--- src/rtl/gb10_workload_dispatcher_pkg.sv ---
// Shared types for the workload dispatcher: FSM states and the queued command format.
package gb10_dispatch_pkg;

    localparam int CMD_CNT_W = 16;

    typedef enum logic [1:0] {
        IDLE,
        RUN,
        DRAIN
    } dispatch_state_e;

    typedef struct packed {
        logic [63:0]          hint;
        logic [CMD_CNT_W-1:0] cycles;
    } dispatch_cmd_t;

    // A zero-length command still occupies one RUN cycle.
    function automatic logic [CMD_CNT_W-1:0] run_length(input logic [CMD_CNT_W-1:0] cycles);
        return (cycles == '0) ? CMD_CNT_W'(1) : cycles;
    endfunction

endpackage

--- src/rtl/gb10_workload_dispatcher_if.sv ---
// Generic valid/ready stream carrying one item of type T per accepted transfer.
interface gb10_workload_dispatcher_if #(
    parameter type T = logic
);
    logic valid;
    logic ready;
    T     data;

    modport master (output valid, output data, input ready);
    modport slave  (input valid, input data, output ready);
endinterface

--- src/rtl/gb10_workload_dispatcher_cmd_fifo.sv ---
// Synchronous command FIFO; a written entry becomes visible at the output only on the following cycle.
module gb10_cmd_fifo #(
    parameter int  DEPTH = 4,
    parameter type T     = logic
) (
    input  logic                         clk,
    input  logic                         rst,
    gb10_workload_dispatcher_if.slave    in_s,
    gb10_workload_dispatcher_if.master   out_m,
    output logic                         full,
    output logic                         empty,
    output logic [$clog2(DEPTH+1)-1:0]   count
);

    localparam int AW = $clog2(DEPTH);
    localparam int CW = $clog2(DEPTH + 1);

    T              mem [DEPTH];
    logic [AW-1:0] wr_ptr;
    logic [AW-1:0] rd_ptr;
    logic          push;
    logic          pop;

    assign full        = (count == CW'(DEPTH));
    assign empty       = (count == '0);
    assign in_s.ready  = !full;
    assign out_m.valid = !empty;
    assign out_m.data  = mem[rd_ptr];
    assign push        = in_s.valid && in_s.ready;
    assign pop         = out_m.valid && out_m.ready;

    always_ff @(posedge clk) begin
        if (push) begin
            mem[wr_ptr] <= in_s.data;
        end
    end

    always_ff @(posedge clk) begin
        if (rst) begin
            wr_ptr <= '0;
            rd_ptr <= '0;
            count  <= '0;
        end else begin
            if (push) begin
                wr_ptr <= wr_ptr + AW'(1);
            end
            if (pop) begin
                rd_ptr <= rd_ptr + AW'(1);
            end
            case ({push, pop})
                2'b10:   count <= count + CW'(1);
                2'b01:   count <= count - CW'(1);
                default: count <= count;
            endcase
        end
    end

endmodule

--- src/rtl/gb10_workload_dispatcher.sv ---
// Drives queued workload hints to the CPU cluster for a fixed number of cycles and
// reports the performance-counter delta observed over each command.
module gb10_workload_dispatcher
    import gb10_dispatch_pkg::*;
#(
    parameter int FIFO_DEPTH = 4,
    parameter int CNT_W      = 16
) (
    input  logic             clk_i,
    input  logic             rst_i,
    input  logic             cmd_valid_i,
    output logic             cmd_ready_o,
    input  logic [63:0]      cmd_hint_i,
    input  logic [CNT_W-1:0] cmd_cycles_i,
    input  logic             abort_i,
    output logic [63:0]      workload_hint_o,
    input  logic [63:0]      perf_counter_i,
    output logic             stat_valid_o,
    output logic [63:0]      stat_delta_o,
    output logic             stat_aborted_o,
    output logic             busy_o,
    output logic [31:0]      done_count_o
);

    dispatch_state_e                     state_q;
    dispatch_state_e                     state_d;
    logic [63:0]                         hint_q;
    logic [63:0]                         base_q;
    logic [CNT_W-1:0]                    remaining_q;
    logic                                pop;
    logic                                last_run;
    logic                                fifo_full;
    logic                                fifo_empty;
    logic [$clog2(FIFO_DEPTH+1)-1:0]     fifo_count;

    gb10_workload_dispatcher_if #(.T(dispatch_cmd_t)) push_if ();
    gb10_workload_dispatcher_if #(.T(dispatch_cmd_t)) pop_if ();

    assign push_if.valid = cmd_valid_i;
    assign push_if.data  = {cmd_hint_i, CMD_CNT_W'(cmd_cycles_i)};
    assign pop_if.ready  = pop;

    gb10_cmd_fifo #(
        .DEPTH (FIFO_DEPTH),
        .T     (dispatch_cmd_t)
    ) u_fifo (
        .clk   (clk_i),
        .rst   (rst_i),
        .in_s  (push_if),
        .out_m (pop_if),
        .full  (fifo_full),
        .empty (fifo_empty),
        .count (fifo_count)
    );

    always_ff @(posedge clk_i) begin
        if (rst_i) begin
            state_q <= IDLE;
        end else begin
            state_q <= state_d;
        end
    end

    always_comb begin
        state_d = state_q;
        unique case (state_q)
            IDLE:    if (!fifo_empty) state_d = RUN;
            RUN:     if (last_run)    state_d = DRAIN;
            DRAIN:   state_d = IDLE;
            default: state_d = IDLE;
        endcase
    end

    // Abort shortens the active command; it is only meaningful while running.
    always_comb begin
        pop             = 1'b0;
        last_run        = 1'b0;
        workload_hint_o = '0;
        stat_valid_o    = 1'b0;
        unique case (state_q)
            IDLE:    pop = pop_if.valid;
            RUN: begin
                workload_hint_o = hint_q;
                last_run        = (remaining_q == CNT_W'(1)) || abort_i;
            end
            DRAIN:   stat_valid_o = 1'b1;
            default: ;
        endcase
        busy_o      = (state_q != IDLE) || (fifo_count != '0);
        cmd_ready_o = !fifo_full;
    end

    // The subtraction is modulo 2^64, so a counter wrap mid-command still yields the true delta.
    always_ff @(posedge clk_i) begin
        if (rst_i) begin
            hint_q         <= '0;
            base_q         <= '0;
            remaining_q    <= '0;
            stat_delta_o   <= '0;
            stat_aborted_o <= 1'b0;
            done_count_o   <= '0;
        end else begin
            if (pop) begin
                hint_q      <= pop_if.data.hint;
                remaining_q <= CNT_W'(run_length(pop_if.data.cycles));
                base_q      <= perf_counter_i;
            end else if (state_q == RUN) begin
                remaining_q <= remaining_q - CNT_W'(1);
            end
            if (last_run) begin
                stat_delta_o   <= perf_counter_i - base_q;
                stat_aborted_o <= abort_i && (remaining_q != CNT_W'(1));
                done_count_o   <= done_count_o + 32'd1;
            end
        end
    end

endmodule

--- config.mk ---
export PLATFORM = sky130hd
export DESIGN_NAME = gb10_workload_dispatcher
export DESIGN_NICKNAME = d
export VERILOG_FILES = /design/src/rtl/gb10_workload_dispatcher_pkg.sv /design/src/rtl/gb10_workload_dispatcher_if.sv /design/src/rtl/gb10_workload_dispatcher_cmd_fifo.sv /design/src/rtl/gb10_workload_dispatcher.sv
export SDC_FILE = /design/constraint.sdc
export NUM_CORES = 1
export LEC_CHECK = 0
export CAP_MARGIN = 20
export CELL_PAD_IN_SITES_DETAIL_PLACEMENT = 2
export CELL_PAD_IN_SITES_GLOBAL_PLACEMENT = 2
export CORE_MARGIN = 4
export CORE_UTILIZATION = 40
export CTS_CLUSTER_DIAMETER = 200
export DETAILED_ROUTE_END_ITERATION = 16
export GPL_TIMING_DRIVEN = 0
export MAX_ROUTING_LAYER = met4
export PLACE_DENSITY_LB_ADDON = 0.1
export SLEW_MARGIN = 25
export SYNTH_ARGS = -nofsm -noshare
export SYNTH_HDL_FRONTEND = slang
export SYNTH_HIERARCHICAL = 1
export SYNTH_SLANG_ARGS = --single-unit
--- constraint.sdc ---
create_clock -name clk_i -period 6.6 [get_ports clk_i]
set_clock_uncertainty 0.05 [all_clocks]
set_input_delay 0.99 -clock clk_i [delete_from_list [all_inputs] [get_ports clk_i]]
set_output_delay 0.99 -clock clk_i [all_outputs]
set_load 0.005 [all_outputs]
==> qor.yml <==
outcome: "completed"
critical_path_peak_fanout: 10
tritoncts: "done"
synthesis.area_um2: 25370
initialDrtViolationCount: 947
count_of_clock_tree_sinks: 572
worst_hold_path.num_cells: 2
max-clock-path-buffers: 3
timing.critical_path.depth: 5
final_period_minus_worst_setup_slack_ns: 4.627
global_route.overflow_total: 0
syn-instance-count: 2283
worstHoldPathType: "reg -> reg"
post_cts_resized: 0
cts.hold.buffers_added: 0
critPathSlowestCell: "clkbuf_1"
power.density_nw_per_um2: 402.8
route.detailed.vias_per_inst: 5.415
final_hold_viol_count: 0
postSynth.topFlopCell: "edfxtp_1"
die_h_um: 259.9
reg2reg_depth: 12
numCtsBuffers: 61
vias: 19340
synthTopCellsByArea: "edfxtp_1 (38%), dfxtp_1 (20%), mux4_2 (7.1%)"
post-cts-setup-buffers: 0
wire_per_inst_um: 24.87
ioPinCount: 312
critical_path.cell_chain: "nor2b_1 -> clkbuf_1 -> clkbuf_1 -> and2_1 -> clkdlybuf4s50_1"
synth_top_cell_by_area: "edfxtp_1"
critical_path.reg2reg.endpoint: "stat_delta_o[52]"
global_route_wire_length_before_repair_um: 135200
regToRegSetupSlack_ns: 2.81
min_period_over_period_pct: 70.10
clk-insertion-delay-late_ns: 0.65
detailedRoute.firstPassIterationCount: 5
postLayoutCoreUtil_pct: 50.74
register_bit_total_from_synthesis: 572
fp.dieArea_um2: 67520
sum_of_negative_setup_slack_ns: 0
cts_clock_pin_slew_for_the_worst_setup_and_hold_paths_ns: 0.06
wl_um: 88810
seq_area_frac_synth_pct: 57.76
crit_path_capture: "workload_hint_o[26]"
worstReg2RegStart: "base_q[0]"
synth_fp_nets: 2504
total_power_w: 0.01287
max-vdd-ir-drop_mv: 0.2635
number_of_nets_in_the_layout: 2885
critPathCaptureType: "output pin"
clock-root-buffer: "clkbuf_16"
crit_buf_inv: 3
detailedPlacementHpwl_um: 62810
avgSynthCellArea_um2: 11.11
number_of_antenna_violations_at_the_first_check_in_global_routing: 10
ys_top_cells_by_count: "nand2_1 (426), edfxtp_1 (320), a21oi_1 (281)"
finalSetupViolCount: 0
number_of_filler_cells_placed_in_the_layout: 6287
drc: 0
grt_max_degree: 40
core-area_um2: 62970
rsz0062_at_grt: "no"
gp_weighted_congestion: 0.8894
crit_path_start: "state_q[0]"
path_delay_family: "buffers and inverters"
cp.arrival_ns: 3.59
cap_viol_max_count: 0
combined_area_of_the_multi_input_logic_cells_um2: 9719
final_layout_size_suffix_gt1_share_pct: 8.619
timing.slew.headroom_pct: 28.15
areaGrowthSynthToFinish_pct: 25.93
netlist.area_leader.share_pct: 37.87
max_freq_mhz: 216.1
chipWidth_um: 259.9
fp-row-count: 92
ys_async_sr_fraction_pct: 0
timing_worst_setup_path_type: "reg -> out"
critical_path.max_stage_delay_ns: 0.84
port_buffers: 310
start_util_pct: 40.29
global_route.usage.total_pct: 26.69
cts_htree_levels: 2
synthMostInstantiatedCell: "nand2_1"
worst_slew_pin_slew_ns: 1.078
leakagePower_nw: 10.96
final_max_slew_viol_count: 0
area.sequential_um2: 14650
post_synth_edffs: 320
synthDistinctLibCells: 66
critical_path.most_common_cell: "clkbuf_1"
timing.critical_path.required_ns: 5.56
critPathLaunchType: "flop"
via_count_of_the_first_global_routing_pass: 21850
synth-warning-count: 6
antenna_left: 0
-- cells by family after synthesis --
| group | after synthesis | share of synthesized area, % |
|---|---|---|
| xor+xnor | 81 | 2.796 |
| compound gates | 459 | 10.43 |
| simple gates | 787 | 14.16 |
| fa+ha+maj | 73 | 3.659 |
| buf+inv | 228 | 3.975 |
| flops | 572 | 57.76 |
| mux | 83 | 7.220 |
-- worst min-delay path by stage --
stage                     startpoint          endpoint  slack [ns]
CTS                 stat_delta_o[38]  stat_delta_o[38]        0.40
floorplan                  hint_q[0]         hint_q[0]        0.38
global placement          hint_q[43]        hint_q[43]        0.39
detailed placement  stat_delta_o[15]  stat_delta_o[15]        0.40
global route        stat_delta_o[15]  stat_delta_o[15]        0.42
finish              stat_delta_o[15]  stat_delta_o[15]        0.40
-- flip-flops by register name, summed over array words and instances (netlist names), named ones only --
| name | count |
|---|---|
| u_fifo/rd_ptr | 2 |
| stat_delta_o | 64 |
| state_q | 2 |
| stat_aborted_o | 1 |
| u_fifo/count | 3 |
| hint_q | 64 |
| remaining_q | 16 |
| u_fifo/mem | 320 |
| done_count_o | 32 |
| u_fifo/wr_ptr | 2 |
| base_q | 64 |
-- where the power goes --
| group | total (W) | internal (W) | switching, W |
|---|---|---|---|
| clock network | 0.00375 | 0.00223 | 0.00152 |
| logic | 0.00438 | 0.00161 | 0.00277 |
| registers | 0.00473 | 0.00439 | 0.000345 |
| total | 0.0129 | 0.00823 | 0.00464 |
-- cell type report --
class                      instances  area share (%)
antenna                           10         0.07832
buffer                           128           1.993
clock buffer                      88           5.694
clock inverter                    26           1.226
inverter                         100           1.175
multi-input combinational       1483           30.42
sequential                       572           45.86
tap                              846           3.313
timing repair buffer             318           10.24
-- metal layers --
metal	track usage, %	up-vias	wire length [µm]
met5	-	-	0
met4	7.915	0	2700
met3	3.593	147	3201
met2	49.22	411	47810
met1	30.16	9896	35100
li1	-	8882	-
-- tightest hold or removal path, delay by kind of cell (launching register included) --
| family | cells | cell delay, ns |
|---|---|---|
| DFF | 1 | 0.31 |
| and+or+nand+nor | 1 | 0.05 |
| AOI/OAI and AO/OA | 1 | 0.05 |
-- per-stage QoR --
stage / instances / instance area (µm²) / hold slack, ns / setup WS [ns]
after floorplan: 2283 / 25370 / 0.3817 / 2.921
after global placement: 3439 / 29530 / 0.3877 / 0.6727
after detailed placement: 3447 / 29710 / 0.3962 / 1.507
after CTS: 3561 / 31930 / 0.4024 / 1.898
after global routing: 3571 / 31950 / 0.4232 / 1.834
final: 3571 / 31950 / 0.4019 / 1.973
-- placed cells by master (no fill, tap or decap), drive strengths merged, types with 12 or more instances in the layout --
master,n
a211oi,12
edfxtp,320
buf,34
ha,71
nand3b,14
nand3,33
or3,13
inv,99
dfxtp,252
a21o,33
nand2,426
a21oi,281
clkinv,17
o21ai,62
mux4,80
a31oi,13
clkdlybuf4s50,310
and2,75
xor2,46
and3,12
clkbuf,190
xnor2,35
nor2,109
o21bai,14
nand4,21
nor3,29
Note: power is estimated with default switching activity, not from simulation.
